--- src/rtl/spi_ser.sv ---
// SPI master serializer: single/dual/quad IO shifter with a command/response
// handshake, CPOL=0 clock generated from a programmable half-period divider.
module spi_ser #(
  parameter int unsigned DW  = 32,
  parameter int unsigned CDW = 8
) (
  input  logic           clk,
  input  logic           rst,
  input  logic [CDW-1:0] div,
  input  logic           cmd_vld,
  output logic           cmd_rdy,
  input  logic [DW-1:0]  cmd_dat,
  input  logic [4:0]     cmd_len,
  input  logic [1:0]     cmd_iom,
  input  logic           cmd_oen,
  input  logic           cmd_rce,
  input  logic           cmd_sso,
  output logic           rsp_vld,
  input  logic           rsp_rdy,
  output logic [DW-1:0]  rsp_dat,
  output logic           spi_sclk,
  output logic           spi_ss_n,
  output logic [3:0]     spi_io_o,
  output logic [3:0]     spi_io_e,
  input  logic [3:0]     spi_io_i
);

  localparam logic [1:0] IOM_DUAL = 2'b01;
  localparam logic [1:0] IOM_QUAD = 2'b10;

  typedef enum logic [1:0] {
    IDLE  = 2'd0,
    SHIFT = 2'd1,
    RESP  = 2'd2
  } state_t;

  state_t          state_q, state_d;
  logic [DW-1:0]   shreg_q, shreg_d;
  logic [4:0]      beat_q, beat_d;
  logic [CDW-1:0]  phase_q, phase_d;
  logic [CDW-1:0]  div_q, div_d;
  logic [1:0]      iom_q, iom_d;
  logic            oen_q, oen_d;
  logic            rce_q, rce_d;

  logic            cmd_rdy_d, rsp_vld_d, sclk_d, ss_n_d;
  logic [DW-1:0]   rsp_dat_d;
  logic [3:0]      io_o_d, io_e_d;

  logic            accept, tick, rise, fall, last;

  assign accept = (state_q == IDLE) && cmd_vld && cmd_rdy;
  assign tick   = (state_q == SHIFT) && (phase_q == '0);
  assign rise   = tick && !spi_sclk;
  assign fall   = tick && spi_sclk;
  assign last   = fall && (beat_q == '0);

  // State register
  always_ff @(posedge clk) begin
    if (rst) state_q <= IDLE;
    else     state_q <= state_d;
  end

  // Next-state logic
  always_comb begin
    state_d = state_q;
    case (state_q)
      IDLE:    if (accept) state_d = SHIFT;
      SHIFT:   if (last) state_d = rce_q ? RESP : IDLE;
      RESP:    if (rsp_vld && rsp_rdy) state_d = IDLE;
      default: state_d = IDLE;
    endcase
  end

  // Datapath and output next values
  always_comb begin
    shreg_d   = shreg_q;
    beat_d    = beat_q;
    phase_d   = phase_q;
    div_d     = div_q;
    iom_d     = iom_q;
    oen_d     = oen_q;
    rce_d     = rce_q;
    sclk_d    = spi_sclk;
    ss_n_d    = spi_ss_n;
    rsp_dat_d = rsp_dat;
    io_o_d    = 4'b0000;
    io_e_d    = 4'b0000;

    if (accept) begin
      shreg_d = cmd_dat;
      beat_d  = cmd_len;
      phase_d = div;
      div_d   = div;
      iom_d   = cmd_iom;
      oen_d   = cmd_oen;
      rce_d   = cmd_rce;
      ss_n_d  = ~cmd_sso;
      sclk_d  = 1'b0;
    end else if (tick) begin
      phase_d = div_q;
      sclk_d  = ~spi_sclk;
      if (rise) begin
        case (iom_q)
          IOM_QUAD: shreg_d = (shreg_q << 4) | DW'(spi_io_i);
          IOM_DUAL: shreg_d = (shreg_q << 2) | DW'(spi_io_i[1:0]);
          default:  shreg_d = (shreg_q << 1) | DW'(spi_io_i[1]);
        endcase
      end else if (beat_q != '0) begin
        beat_d = beat_q - 5'd1;
      end
    end else if (state_q == SHIFT) begin
      phase_d = phase_q - CDW'(1);
    end

    if (last && rce_q) rsp_dat_d = shreg_q;

    // IO lanes follow the post-update shift register so they lead SCLK rise
    if (state_d == SHIFT) begin
      case (iom_d)
        IOM_QUAD: begin
          io_o_d = shreg_d[DW-1 -: 4];
          io_e_d = oen_d ? 4'b1111 : 4'b0000;
        end
        IOM_DUAL: begin
          io_o_d = {2'b00, shreg_d[DW-1 -: 2]};
          io_e_d = oen_d ? 4'b0011 : 4'b0000;
        end
        default: begin
          io_o_d = {3'b000, shreg_d[DW-1]};
          io_e_d = oen_d ? 4'b0001 : 4'b0000;
        end
      endcase
    end

    cmd_rdy_d = (state_d == IDLE);
    rsp_vld_d = (state_d == RESP);
  end

  // Datapath and output registers
  always_ff @(posedge clk) begin
    if (rst) begin
      shreg_q  <= '0;
      beat_q   <= '0;
      phase_q  <= '0;
      div_q    <= '0;
      iom_q    <= '0;
      oen_q    <= 1'b0;
      rce_q    <= 1'b0;
      cmd_rdy  <= 1'b1;
      rsp_vld  <= 1'b0;
      rsp_dat  <= '0;
      spi_sclk <= 1'b0;
      spi_ss_n <= 1'b1;
      spi_io_o <= 4'b0000;
      spi_io_e <= 4'b0000;
    end else begin
      shreg_q  <= shreg_d;
      beat_q   <= beat_d;
      phase_q  <= phase_d;
      div_q    <= div_d;
      iom_q    <= iom_d;
      oen_q    <= oen_d;
      rce_q    <= rce_d;
      cmd_rdy  <= cmd_rdy_d;
      rsp_vld  <= rsp_vld_d;
      rsp_dat  <= rsp_dat_d;
      spi_sclk <= sclk_d;
      spi_ss_n <= ss_n_d;
      spi_io_o <= io_o_d;
      spi_io_e <= io_e_d;
    end
  end

endmodule

--- config.mk ---
export PLATFORM = sky130hd
export DESIGN_NAME = spi_ser
export DESIGN_NICKNAME = d
export VERILOG_FILES = /design/src/rtl/spi_ser.sv
export SDC_FILE = /design/constraint.sdc
export NUM_CORES = 1
export LEC_CHECK = 0
export ABC_AREA = 1
export CAP_MARGIN = 20
export CORE_UTILIZATION = 33
export DETAILED_ROUTE_END_ITERATION = 7
export GPL_TIMING_DRIVEN = 0
export PLACE_DENSITY_LB_ADDON = 0.25
export SYNTH_ARGS = -nofsm -noshare
export SYNTH_HDL_FRONTEND = slang
export SYNTH_SLANG_ARGS = --single-unit
export TNS_END_PERCENT = 10
--- constraint.sdc ---
create_clock -name clk -period 2 [get_ports clk]
set_input_delay 0.4 -clock clk [delete_from_list [all_inputs] [get_ports clk]]
set_output_delay 0.4 -clock clk [all_outputs]
set_load 0.005 [all_outputs]
==> metrics, run 1 <==
run status finished with violations; violated checks DRC; Worst Clk Skew 0.0108 ns; area of the die 15600 sq um; via/cell ratio 4.97; met3 wire length 868 microns; grt ovf 0; crit-path cells clkdlybuf4s50_1 > nand4_1 > buf_6 > buf_6 > nand2_1 > o21ai_4 > inv_1 > ha_1 > inv_1 > nand3_1 > nand2_1 > inv_1; Post-synth EDFFs 0; Leakage 2.48 nW; std cell rows 44; area share of the largest cell type after synthesis 0.411; CTS tree yes; CP dominant cell by count inv_1; Syn Nets 780; Max VDD drop 0.467 mV; drt pass-1 iters 7; DRT met1 WL 6.88 mm; Post-Synth Simple-Gate Area 0.204; Clock Tree Root clkbuf_16; post-synthesis adder-cell area fraction 0.0201; area of the multi-input gates 2440 sq um; Worst-Margin Slew 0.689 ns; Clock Latency Late Sink 0.35 ns; drt wl/cell 14.5 microns; global-route wire length before repair 23.5 mm; commonest non-fill, non-tap cell in the layout nand2_1; PortBufs 100; Place WS -0.583 ns; sequential share of the synthesized area 0.411; crit-path max cell delay 0.39 ns; via count 5046; fin nets 892; Max Buffers Root-to-Sink 2; Min-Delay Path Class register to register; GRT Total Usage 0.192; Arr. time, crit path 2.16 ns; Seq. cell area 2040 sq um; post-synth top area cell dfxtp_1; largest family of logic cells by synthesized area compound AO/OA/AOI/OAI gates; GP Congestion 0.871; fin crit period 1.91 ns; Most used DFF post-synth dfxtp_1; CP max-delay cell clkdlybuf4s50_1; Antenna Diode Count 0; Num CTS Buffers 9; top post-synthesis cells by area dfxtp_1 41%, nand2_1 11%, o21ai_0 10%, a21oi_1 8.7%, inv_1 5.6%; final core occ 0.449; unrepaired setup endpoints after global routing true; top routing layer in use met4; CP Data Required Time 2.25 ns; Die Ht 125 microns; fin crit share 0.953; Tot Pwr 5.60 mW; CP Class input port to register; final wirelength 14.7 mm; startpoint types input port; final hold violations 0; area growth from synthesis to layout 32.3%; Worst setup EP type register; share of cells above drive strength 1 0.0782; Sink Count 102; WL met2 6.74 mm; Worst-path clk slew 0.07 ns; drt first-iter violations 307; FFs w/ async S/R, synth 0; Synth Cell Area 4970 sq um; fin worst setup slack 0.0932 ns; io pins 102; number of synthesized register bits 102; Synthesis Warnings 0; Final ANT Viol Nets 0; Avg Cell Area, Syn 6.96 sq um; Post-CTS Hold Fix Bufs 0; Mapped Cells 714; initial antenna violation count 0; most frequent cells in the layout 149 x nand2_1, 102 x dfxtp_1, 100 x clkdlybuf4s50_1, 97 x o21ai_0, 86 x a21oi_1; vias in the first global route 4674; worst-path maximum fanout 10; Max-Cap Viols 0; relative max-transition margin 0.541; Pwr per Cell Area 851 nW/um^2; Residual DRC 16; die extent in x 125 microns; fmax 524 MHz; XOR/XNOR Fraction of Synth Area 0.0106; Core ar. 14600 sq um; initial core utilization 0.340; Final Max Tran Viols 0; pin count of the biggest net entering global routing 16; H-tree levels 3; mux share of post-synthesis cell area 0.00201; Fillers 1526; Synth Area in Compound Gates 0.247; hpwl dp 10.8 mm; post-synth cell types 30; endpoints failing setup 0
## registers in the layout, indices dropped and copies added, names as in the netlist, 3 cells and up
signal,cells
phase_q,8
rsp_dat,32
beat_q,5
spi_io_e,3
spi_io_o,4
shreg_q,32
div_q,8
## critical path: cells and delay by family
kind	cells	cell delay [ns]
compound gates	1	0.10
fa+ha+maj	1	0.28
buf+inv	6	0.95
simple gates	4	0.42
## power breakdown
part	internal, mW	total, mW	switching, mW	leakage (nW)
clock network	1.03	1.81	0.775	0.152
logic	0.583	1.44	0.855	1.50
registers	2.19	2.35	0.162	0.833
## cell usage after synthesis (5+ instances only)
cell type  instances
o21ai_0           99
o21ai_1           10
dfxtp_1          102
ha_1               8
clkbuf_1          23
a31oi_1           13
nor2_1            34
a21oi_1           86
buf_6              5
o211ai_1          16
nand3_1           36
nand2_1          149
buf_2             15
inv_1             74
xor2_1             5
nor3_1            11
## worst paths after layout
check,from,endpoint,slack (ns),depth (start not counted)
min,rsp_dat[9],rsp_dat[9],0.44,2
max reg2reg,phase_q[0],shreg_q[10],0.12,10
min reg2reg,rsp_dat[9],rsp_dat[9],0.44,2
max,cmd_vld,spi_io_o[0],0.09,12
## what timing repair did
item | 4_1_cts | 5_1_grt
cloned | 0 | 1
buffers inserted | 0 | 0
setup endpoints to repair | 9 | 76
pin swaps | 0 | 1
resized for setup | 5 | 30
## cells by family after synthesis
logic type	after synthesis
XOR/XNOR	6
multiplexers	1
AND/OR/NAND/NOR	242
AO/OA/AOI/OAI	231
buffers and inverters	124
flip-flops	102
adder cells (fa/ha/maj)	8
## routing by layer
metal	GRT usage	up-vias
li1	-	2594
met1	0.246	2279
met2	0.321	157
met3	0.0460	16
met4	0.0494	0
met5	0	-
## final cells by class
| type | instances | area share |
|---|---|---|
| clock inverter | 4 | 0.00685 |
| tap | 184 | 0.0350 |
| sequential | 102 | 0.310 |
| multi-input combinational | 488 | 0.371 |
| buffer | 46 | 0.0405 |
| timing repair buffer | 101 | 0.153 |
| clock buffer | 12 | 0.0390 |
| inverter | 78 | 0.0445 |
## per-stage QoR
stage	hold slack [ns]	cells	area (sq um)	setup TNS (ns)
2_1_floorplan	0.440	714	4970	0
3_3_place_gp	0.433	998	6200	-6.18
3_5_place_dp	0.436	998	6200	-6.70
4_1_cts	0.446	1014	6510	0
5_1_grt	0.460	1015	6580	-0.0638
6_report	0.443	1015	6580	0
Power figures use the tool's default switching activity.
==> inputs of run 2 (changes only) <==
--- a/config.mk
+++ b/config.mk
@@ -8,6 +8,7 @@
 export ABC_AREA = 1
 export CAP_MARGIN = 20
 export CORE_UTILIZATION = 33
+export CTS_CLUSTER_SIZE = 40
 export DETAILED_ROUTE_END_ITERATION = 7
 export GPL_TIMING_DRIVEN = 0
 export PLACE_DENSITY_LB_ADDON = 0.25
==> constraint.sdc (replaced) <==
create_clock -name clk -period 1.9 [get_ports clk]
set_input_delay 0.38 -clock clk [delete_from_list [all_inputs] [get_ports clk]]
set_output_delay 0.38 -clock clk [all_outputs]
set_load 0.005 [all_outputs]
==> metrics, run 2 (synthesized netlist as in run 1, its figures left out) <==
run status finished with violations; violated checks DRC; Max Buffers Root-to-Sink 2 (unchanged); Die Ht 125 microns (unchanged); Worst-path clk slew 0.07 ns (about the same); vias in the first global route 4668 (-0.13%); final hold violations 0 (unchanged); fin crit period 1.87 ns; die extent in x 125 microns (unchanged); area growth from synthesis to layout 34.8%; Pwr per Cell Area 891 nW/um^2 (+4.6%); fin worst setup slack 0.0263 ns (-0.0669 ns); unrepaired setup endpoints after global routing true; fin nets 896 (+0.45%); endpoints failing setup 0 (unchanged); std cell rows 44 (unchanged); Min-Delay Path Class register to register; initial antenna violation count 0 (unchanged); startpoint types input port; Worst Clk Skew 0.0108 ns (+0.0000572 ns); Final Max Tran Viols 0 (unchanged); drt wl/cell 14.7 microns (+1.6%); GRT Total Usage 0.192 (about the same); global-route wire length before repair 23.5 mm (about the same); Clock Latency Late Sink 0.35 ns (about the same); Arr. time, crit path 2.13 ns (-0.03 ns); PortBufs 100 (unchanged); CTS tree yes; final wirelength 15.0 mm (+2.0%); Max-Cap Viols 0 (unchanged); Final TNS setup 0 ns (unchanged); H-tree levels 3 (unchanged); CP dominant cell by count inv_1; relative max-transition margin 0.534 (-0.00621); Num CTS Buffers 9 (unchanged); area of the die 15600 sq um (unchanged); worst-path maximum fanout 10 (unchanged); fmax 534 MHz; Max VDD drop 0.490 mV (+4.9%); crit-path max cell delay 0.45 ns (+0.06 ns); Fillers 1518 (-0.52%); initial core utilization 0.340 (unchanged); Residual DRC 16 (unchanged); via count 5115 (+1.4%); Regs by FF count rsp_dat (32), shreg_q (32); Leakage 2.54 nW (+2.1%); Core ar. 14600 sq um (unchanged); Post-CTS Hold Fix Bufs 0 (unchanged); io pins 102 (unchanged); share of cells above drive strength 1 0.0922 (+0.0140); GP Congestion 0.871 (unchanged); Clock Tree Root clkbuf_16; via/cell ratio 5.02 (+0.97%); pin count of the biggest net entering global routing 16 (unchanged); Worst setup EP type register; CP Data Required Time 2.16 ns (-0.09 ns); most frequent cells in the layout 149 x nand2_1, 101 x dfxtp_1, 100 x clkdlybuf4s50_1, 91 x o21ai_0, 86 x a21oi_1; CP max-delay cell clkdlybuf4s50_1; grt ovf 0 (unchanged); Worst-Margin Slew 0.698 ns (+0.00932 ns); Place WS -0.663 ns (-0.0800 ns); crit-path cells clkdlybuf4s50_1 > nand4_1 > buf_6 > buf_8 > o21ai_4 > inv_1 > ha_1 > inv_1 > nand3_1 > nand2_1 > inv_1; Sink Count 102 (unchanged); fin crit share 0.986; drt pass-1 iters 7 (unchanged); commonest non-fill, non-tap cell in the layout nand2_1; drt first-iter violations 347 (+13%); Final ANT Viol Nets 0 (unchanged); hpwl dp 10.8 mm (unchanged); Antenna Diode Count 0 (unchanged); CP Class input port to register
[run 2: worst max-delay path: cells and delay by family]
kind	cells	cell delay, ns
compound gates	1	0.17
fa+ha+maj	1	0.28
buf+inv	6	0.99
simple gates	3	0.30
[run 2: what timing repair did]
| item | 4_1_cts | 5_1_grt |
|---|---|---|
| setup endpoints to repair | 59 | 78 |
| pin swaps | 0 | 5 |
| cloned | 0 | 2 |
| resized for setup | 17 | 46 |
| buffers inserted | 0 | 3 |
[run 2: layout make-up]
class	count	area, sq um	share of cell area
tap	184	230	0.0344
buffer	46	292	0.0435
timing repair buffer	105	1050	0.157
inverter	78	295	0.0441
clock inverter	4	45.0	0.00672
sequential	102	2040	0.305
clock buffer	12	256	0.0383
multi-input combinational	488	2490	0.371
[run 2: metrics by stage]
step | hold slack (ns) | power [mW] | instances | utilization | area (sq um)
global placement | 0.433 | 3.95 | 998 | 0.424 | 6200
detailed placement | 0.436 | 3.96 | 998 | 0.424 | 6200
floorplan | 0.440 | 3.49 | 714 | - | 4970
finish | 0.442 | 5.97 | 1019 | 0.458 | 6700
CTS | 0.446 | 5.89 | 1014 | 0.447 | 6540
global route | 0.461 | 6.29 | 1019 | 0.458 | 6700
[run 2: path summary, 6_finish.rpt]
kind	depth (start not counted)	from	end	slack, ns
max	11	cmd_vld	spi_io_o[0]	0.03
min reg2reg	2	rsp_dat[14]	rsp_dat[14]	0.44
max reg2reg	12	state_q[1]	spi_io_o[0]	0.04
min	2	rsp_dat[14]	rsp_dat[14]	0.44
[run 2: where the power goes]
group	switching (mW)	internal [mW]
clock	0.821	1.09
sequential	0.178	2.31
combinational	0.925	0.649
[run 2: metal layers]
metal | up-vias | track usage | routed length (microns)
li1 | 2598 | - | -
met1 | 2344 | 0.247 | 6950
met2 | 160 | 0.321 | 6940
met3 | 13 | 0.0460 | 886
met4 | 0 | 0.0494 | 204
met5 | - | 0 | 0
